### config.mk
export PLATFORM = sky130hd
export DESIGN_NAME = modexp_slot_scheduler
export DESIGN_NICKNAME = d
export VERILOG_FILES = /design/src/rtl/modexp_slot_scheduler.sv
export SDC_FILE = /design/constraint.sdc
export NUM_CORES = 1
export LEC_CHECK = 0
export ABC_AREA = 1
export CAP_MARGIN = 20
export CORE_MARGIN = 4
export CORE_UTILIZATION = 45
export CTS_BUF_LIST = sky130_fd_sc_hd__clkbuf_4 sky130_fd_sc_hd__clkbuf_8
export CTS_CLUSTER_SIZE = 30
export DETAILED_ROUTE_END_ITERATION = 8
export GPL_ROUTABILITY_DRIVEN = 0
export PLACE_DENSITY = 0.84
export SLEW_MARGIN = 20
export SYNTH_ARGS = -nofsm -noshare
export SYNTH_HDL_FRONTEND = slang
export SYNTH_SLANG_ARGS = --single-unit
export TNS_END_PERCENT = 20
### constraint.sdc
create_clock -name clk -period 1.9 [get_ports clk]
set_input_delay 0.19 -clock clk [delete_from_list [all_inputs] [get_ports clk]]
set_output_delay 0.19 -clock clk [all_outputs]
set_load 0.005 [all_outputs]
### src/rtl/modexp_slot_scheduler.sv
// Two-requester arbiter for a shared modular-exponentiation engine.
// Every grant occupies a fixed SLOT_CYCLES window, so response timing never depends on operands or engine speed.
module modexp_slot_scheduler #(
  parameter int WIDTH       = 8,
  parameter int SLOT_CYCLES = 64
) (
  input  logic             clk,
  input  logic             rst,
  input  logic [1:0]       req,
  input  logic [WIDTH-1:0] base_0,
  input  logic [WIDTH-1:0] exp_0,
  input  logic [WIDTH-1:0] mod_0,
  input  logic [WIDTH-1:0] base_1,
  input  logic [WIDTH-1:0] exp_1,
  input  logic [WIDTH-1:0] mod_1,
  output logic [1:0]       ack,
  output logic [1:0]       rsp_valid,
  output logic [WIDTH-1:0] rsp_data,
  output logic             rsp_err,
  output logic             eng_start,
  output logic [WIDTH-1:0] eng_base,
  output logic [WIDTH-1:0] eng_exp,
  output logic [WIDTH-1:0] eng_mod,
  input  logic             eng_done,
  input  logic [WIDTH-1:0] eng_result,
  output logic             busy,
  output logic             owner
);

  localparam int CW = $clog2(SLOT_CYCLES + 1);

  typedef enum logic [1:0] {
    IDLE  = 2'd0,
    ISSUE = 2'd1,
    RUN   = 2'd2,
    RESP  = 2'd3
  } state_t;

  state_t           state;
  logic [CW-1:0]    timer;
  logic             rr;
  logic             captured;
  logic             illegal;
  logic [WIDTH-1:0] result;

  // Handshake: a requester holds req high until it sees ack[i] for one cycle;
  // the operands are latched on that same edge and may change afterwards.
  // The response is a single rsp_valid[i] pulse exactly SLOT_CYCLES after ack.
  logic             grant_id;
  logic             have_result;
  logic [WIDTH-1:0] final_result;

  assign grant_id     = (req == 2'b11) ? rr : req[1];
  // A done arriving on the closing RUN edge still counts as in-slot.
  assign have_result  = captured | eng_done;
  assign final_result = captured ? result : eng_result;

  always_ff @(posedge clk or posedge rst) begin
    if (rst) begin
      state     <= IDLE;
      timer     <= '0;
      rr        <= 1'b0;
      owner     <= 1'b0;
      captured  <= 1'b0;
      illegal   <= 1'b0;
      result    <= '0;
      ack       <= 2'b00;
      rsp_valid <= 2'b00;
      rsp_data  <= '0;
      rsp_err   <= 1'b0;
      eng_start <= 1'b0;
      eng_base  <= '0;
      eng_exp   <= '0;
      eng_mod   <= '0;
      busy      <= 1'b0;
    end else begin
      ack       <= 2'b00;
      rsp_valid <= 2'b00;
      rsp_data  <= '0;
      rsp_err   <= 1'b0;
      eng_start <= 1'b0;
      case (state)
        IDLE: begin
          if (req != 2'b00) begin
            if (req == 2'b11) rr <= ~rr;
            owner    <= grant_id;
            ack      <= grant_id ? 2'b10 : 2'b01;
            eng_base <= grant_id ? base_1 : base_0;
            eng_exp  <= grant_id ? exp_1 : exp_0;
            eng_mod  <= grant_id ? mod_1 : mod_0;
            busy     <= 1'b1;
            state    <= ISSUE;
          end
        end
        ISSUE: begin
          // A modulus of 0 or 1 is never sent to the engine; the slot still runs.
          illegal   <= (eng_mod < WIDTH'(2));
          eng_start <= (eng_mod >= WIDTH'(2));
          timer     <= CW'(1);
          state     <= RUN;
        end
        RUN: begin
          timer <= timer + CW'(1);
          if (eng_done && !captured) begin
            captured <= 1'b1;
            result   <= eng_result;
          end
          if (timer == CW'(SLOT_CYCLES - 1)) begin
            state            <= RESP;
            rsp_valid[owner] <= 1'b1;
            if (have_result && !illegal) begin
              rsp_data <= final_result;
              rsp_err  <= 1'b0;
            end else begin
              rsp_data <= '0;
              rsp_err  <= 1'b1;
            end
          end
        end
        RESP: begin
          captured <= 1'b0;
          illegal  <= 1'b0;
          timer    <= '0;
          busy     <= 1'b0;
          state    <= IDLE;
        end
        default: begin
          state <= IDLE;
          busy  <= 1'b0;
        end
      endcase
    end
  end

endmodule

Word level (Yosys, flattened, before mapping):

Cells that the tools add are included.

* reduce and logical (&&, ||, !) cells: 17
* magnitude comparators: 4
* add/subtract/negate cells: 1
* bitwise gates (word level): 2
* equality and inequality tests: 8
* multiplexer cells: 28

Operators with widths (number)
* 8-bit 2-to-1 mux: 7
* 7-bit one-hot mux with 3 select lines: 1
* 2-bit 2-to-1 mux: 7
* 2-bit AND reduction: 5
* 8-bit by 2-bit greater-or-equal comparator with 1-bit output (second input constant): 1
* 8-bit by 2-bit less-than comparator with 1-bit output (second input constant): 1
* 1-bit 2-to-1 mux: 8
* 2-bit one-hot mux with 4 select lines: 1
* 2-bit nonzero test: 4
* 7-bit by 1-bit adder with 7-bit output (second input constant): 1
* 7-bit by 6-bit equality test with 1-bit output (second input constant): 1
* 2-bit equality test (second input constant): 3
* 2-bit inequality test (second input constant): 3
* 1-bit one-hot mux with 2 select lines: 3
* 1-bit logical AND: 3
* 3-bit AND reduction: 1
* 3-bit nonzero test: 1
* 2-bit by 1-bit equality test with 1-bit output (second input constant): 1
* 1-bit zero test: 2
* 2-bit zero test: 1
* 1-bit by 2-bit less-than comparator with 1-bit output (second input constant): 1
* 1-bit demux with 1-bit select: 1
* 1-bit greater-or-equal comparator (second input constant): 1
* 1-bit NOT: 1
* 1-bit bitwise OR: 1

* output and inout bits: 40
* register bits after elaboration: 60

Logic depth before layout (Yosys ltp):

* depth after elaboration: 6
* mapped depth: 8
* depth with buffers taken out: 8

Worst setup path before layout:

Ideal clock, no wire load.

* kind: flip-flop to flip-flop
* from: register state[0]
* to: register eng_mod[3]
* arrival time: 1.244 ns
* cell stages (with the launch flop): 9
* library setup time: 0.122 ns
* clock period less this slack: 1.367 ns
* path buffers: 1
* path slack: 0.533 ns
* cell sequence: dfrtp_1 -> inv_1 -> ha_1 -> inv_1 -> nor2_8 -> inv_4 -> buf_4 -> nand2_1 -> o21ai_1

* cells in the longest elaborated chain, start to end: 2

RTL lines
* start, declared: line 39 `state_t state;`
* start signal, assigned: line 60 `state <= IDLE;`
* start signal, assigned: line 92 `state <= ISSUE;`
* start signal, assigned: line 100 `state <= RUN;`
* 2-bit zero test: line 82 `case (state)`
* 2-bit AND reduction (no source line)
* end signal, assigned: line 90 `eng_mod <= grant_id ? mod_1 : mod_0;`
* end, declared: line 23 `output logic [WIDTH-1:0] eng_mod,`

Every way passes these cells.
A chain may end at the register's enable or synchronous reset.

Final worst setup path:

* from: register state[1]
* to: register eng_mod[4]

Same word-level chain as after synthesis.

==> impl_metrics.yaml <==
synthesis:
  synth_top_family_by_area: "compound AO/OA/AOI/OAI gates"
  synth_ff_type: "dfrtp_1"
  syn-num-nets: 387
  ys_warn_count: 0
  synth_enable_flop_cells: 0
  synthAdderAreaFrac: 0.0270
  synthArstFlopShare: 1.00
  synth-seq-cells: 60
  synthSimpleGateAreaFrac: 0.170
  synth_compound_area_frac: 0.184
  avgSynthCellArea_sq_um: 8.70
  ys_seq_area_frac: 0.540
  syn_inst: 320
  syn-cell-area_sq_mm: 0.00278
  synthMuxAreaShare: 0
  synth_cell_types: 27
  synthXorXnorAreaFrac: 0.00315
sta:
  setup_viol: 0
  layout_min_cycle_time_ps: 1660
  rsz0062_at_grt: "false"
  fmax_ghz: 0.602
  tightest_slew_ps: 305
  setup-tns-final_ps: 0
  drv_slew: 0
  period_share: 0.874
  finalHoldViolations: 0
  fin_worst_skew_ps: 7.80
  relSlewSlack: 0.796
pwr:
  p_sw_w: 0.00197
  p_clk_frac: 0.208
  intPower_w: 0.00347
  seqPwrFrac: 0.373
  ir_drop_mv: 0.668
  p_sw_frac: 0.362
  combPwrFrac: 0.419
  power_per_cell_area_mw_per_mm2: 1350
  leakagePower_nw: 1.86
global_route:
  grt_use_met1: 0.223
  overflow: 0
  antenna_found_initial: 0
  met2_usage: 0.351
  grt.met3_usage: 0.0561
  grt_usage: 0.200
  grt_busiest_layer: "met2"
  grt_pass1_wl_um: 11700
  grt_pass1_vias: 2602
  grt_max_degree: 27
setup_path:
  r2r_start: "state[1]"
  crit_arrival_ps: 1930
  critical-path-top-delay-family: "buffers and inverters"
  critical-path-max-stage-delay_ps: 420
  crit_path_start: "state[1]"
  crit_cells: 7
  crit_chain: "inv_1 -> ha_1 -> inv_1 -> nor2_8 -> buf_4 -> o21ai_1 -> o21ai_1"
  rrSetupSlack_ps: 240
  cp_max_fo: 23
  critical_path_class: "flip-flop to flip-flop"
  r2r_cells: 7
  cp_slowest_cell: "dfrtp_1"
  critPathCaptureType: "flip-flop"
  r2r_end: "eng_mod[4]"
  worstPathBufferInverterCount: 3
  cp_data_required_time_ps: 2170
  crit_path_start_kind: "flip-flop"
  crit_end: "eng_mod[4]"
routing:
  viasPerCell: 5.08
  drc: 0
  drt_iter0_markers: 84
  antenna_left: 0
  first_pass_iters: 6
  vias: 2564
  postRouteWirelength_um: 7080
  wl_per_cell_um: 14.0
placed_design:
  dpl_cell_area_sq_mm: 0.00385
  hpwlAfterDp_um: 5220
  port_buffers: 100
clocking:
  cts.sinks: 60
  cts_setup_buffers: 0
  cts_tree: "done"
  clock_latency_ps: 340
  clockBufferDepth: 2
  cts_htree_levels: 3
  hold_buffers: 0
  cts_resized: 0
  cts_root_buf: "clkbuf_8"
  clk_pin_slew_ps: 70
  cts_buffers: 9
hold_path:
  worstHoldPathType: "primary input to async pin"
cells_and_area:
  drive_gt1_frac: 0.0744
  layout_common_cells: "clkdlybuf4s50_1 (100), nand2_1 (67), dfrtp_1 (60)"
  fin_nets: 492
  stdcell_area_sq_mm: 0.00404
  n_antenna_cell: 0
  area_growth_pct: 45.3
  final_common_cell: "clkdlybuf4s50_1"
run:
  maxCapViolations: 0
die:
  die_width_um: 86.6
  die_h_um: 86.6
  die-area_sq_mm: 0.00751
  initial_core_util: 0.467
  rows: 28
  core_sq_mm: 0.00596
  io_pins: 101
run_status:
  status: "finished, final reports clean"
[per-layer routing]
layer,vias to the layer above,wire [um]
li1,1261,-
met1,1206,2770
met2,87,3630
met3,10,544
met4,0,127
met5,-,0
[sequential cells by signal, indices dropped and copies added, names as in the netlist]
| register | cells |
|---|---|
| eng_exp | 8 |
| rr | 1 |
| eng_mod | 8 |
| eng_base | 8 |
| ack | 2 |
| state | 2 |
| rsp_valid | 2 |
| timer | 7 |
| owner | 1 |
| result | 8 |
| rsp_err | 1 |
| busy | 1 |
| illegal | 1 |
| captured | 1 |
| eng_start | 1 |
| rsp_data | 8 |
[area by class of cell]
| class | instances | area, sq um |
|---|---|---|
| fillers | 485 | 1910 |
| flip-flops and latches | 60 | 1500 |
| multi-input cells | 217 | 1070 |
| repair buffers | 107 | 1070 |
| clock buffers | 10 | 131 |
| inverters | 30 | 115 |
| well taps | 75 | 93.8 |
| clock inverters | 6 | 63.8 |
[metrics by stage]
stage	utilization	setup WS (ps)	hold WS, ps	total power [W]	std cells
finish	0.679	239	84.7	0.00545	505
global route	0.679	89.5	115	0.00586	505
CTS	0.679	232	89.4	0.00549	505
detailed placement	0.646	240	457	0.00433	489
global placement	0.646	365	455	0.00422	489
floorplan	-	225	338	0.00329	320
[worst min-delay path by stage]
| stage | from | to | slack (ps) | cells past startpoint |
|---|---|---|---|---|
| finish | rst | eng_mod[3] | 80 | 2 |
| global route | rst | eng_mod[3] | 110 | 2 |
| CTS | rst | eng_mod[3] | 90 | 2 |
| detailed placement | rst | eng_mod[3] | 460 | 2 |
| global placement | rst | eng_mod[3] | 450 | 2 |
| floorplan | eng_done | captured | 340 | 2 |
[cells by family after synthesis]
family          after synthesis
fa+ha+maj                     6
simple gates                110
xor+xnor                      1
buf+inv                      43
compound gates              100
flops                        60
[cells in the mapped netlist (3+ instances only)]
cell	count	share of area
o21ai_1	38	0.068
nand3_1	8	0.014
ha_1	6	0.027
inv_1	28	0.038
nand2_1	67	0.090
buf_4	3	0.0081
buf_6	4	0.016
o21ai_0	30	0.054
a21oi_1	27	0.049
dfrtp_1	60	0.54
nor2_1	28	0.038
buf_2	4	0.0072
[power groups by stage]
stage               Clock, W  Combinational, W  Sequential [W]
floorplan                  0           0.00128         0.00202
global placement           0           0.00218         0.00204
detailed placement         0           0.00228         0.00204
CTS                  0.00115           0.00231         0.00203
global route         0.00121           0.00256         0.00209
finish               0.00113           0.00228         0.00203
Power figures use the tool's default switching activity.
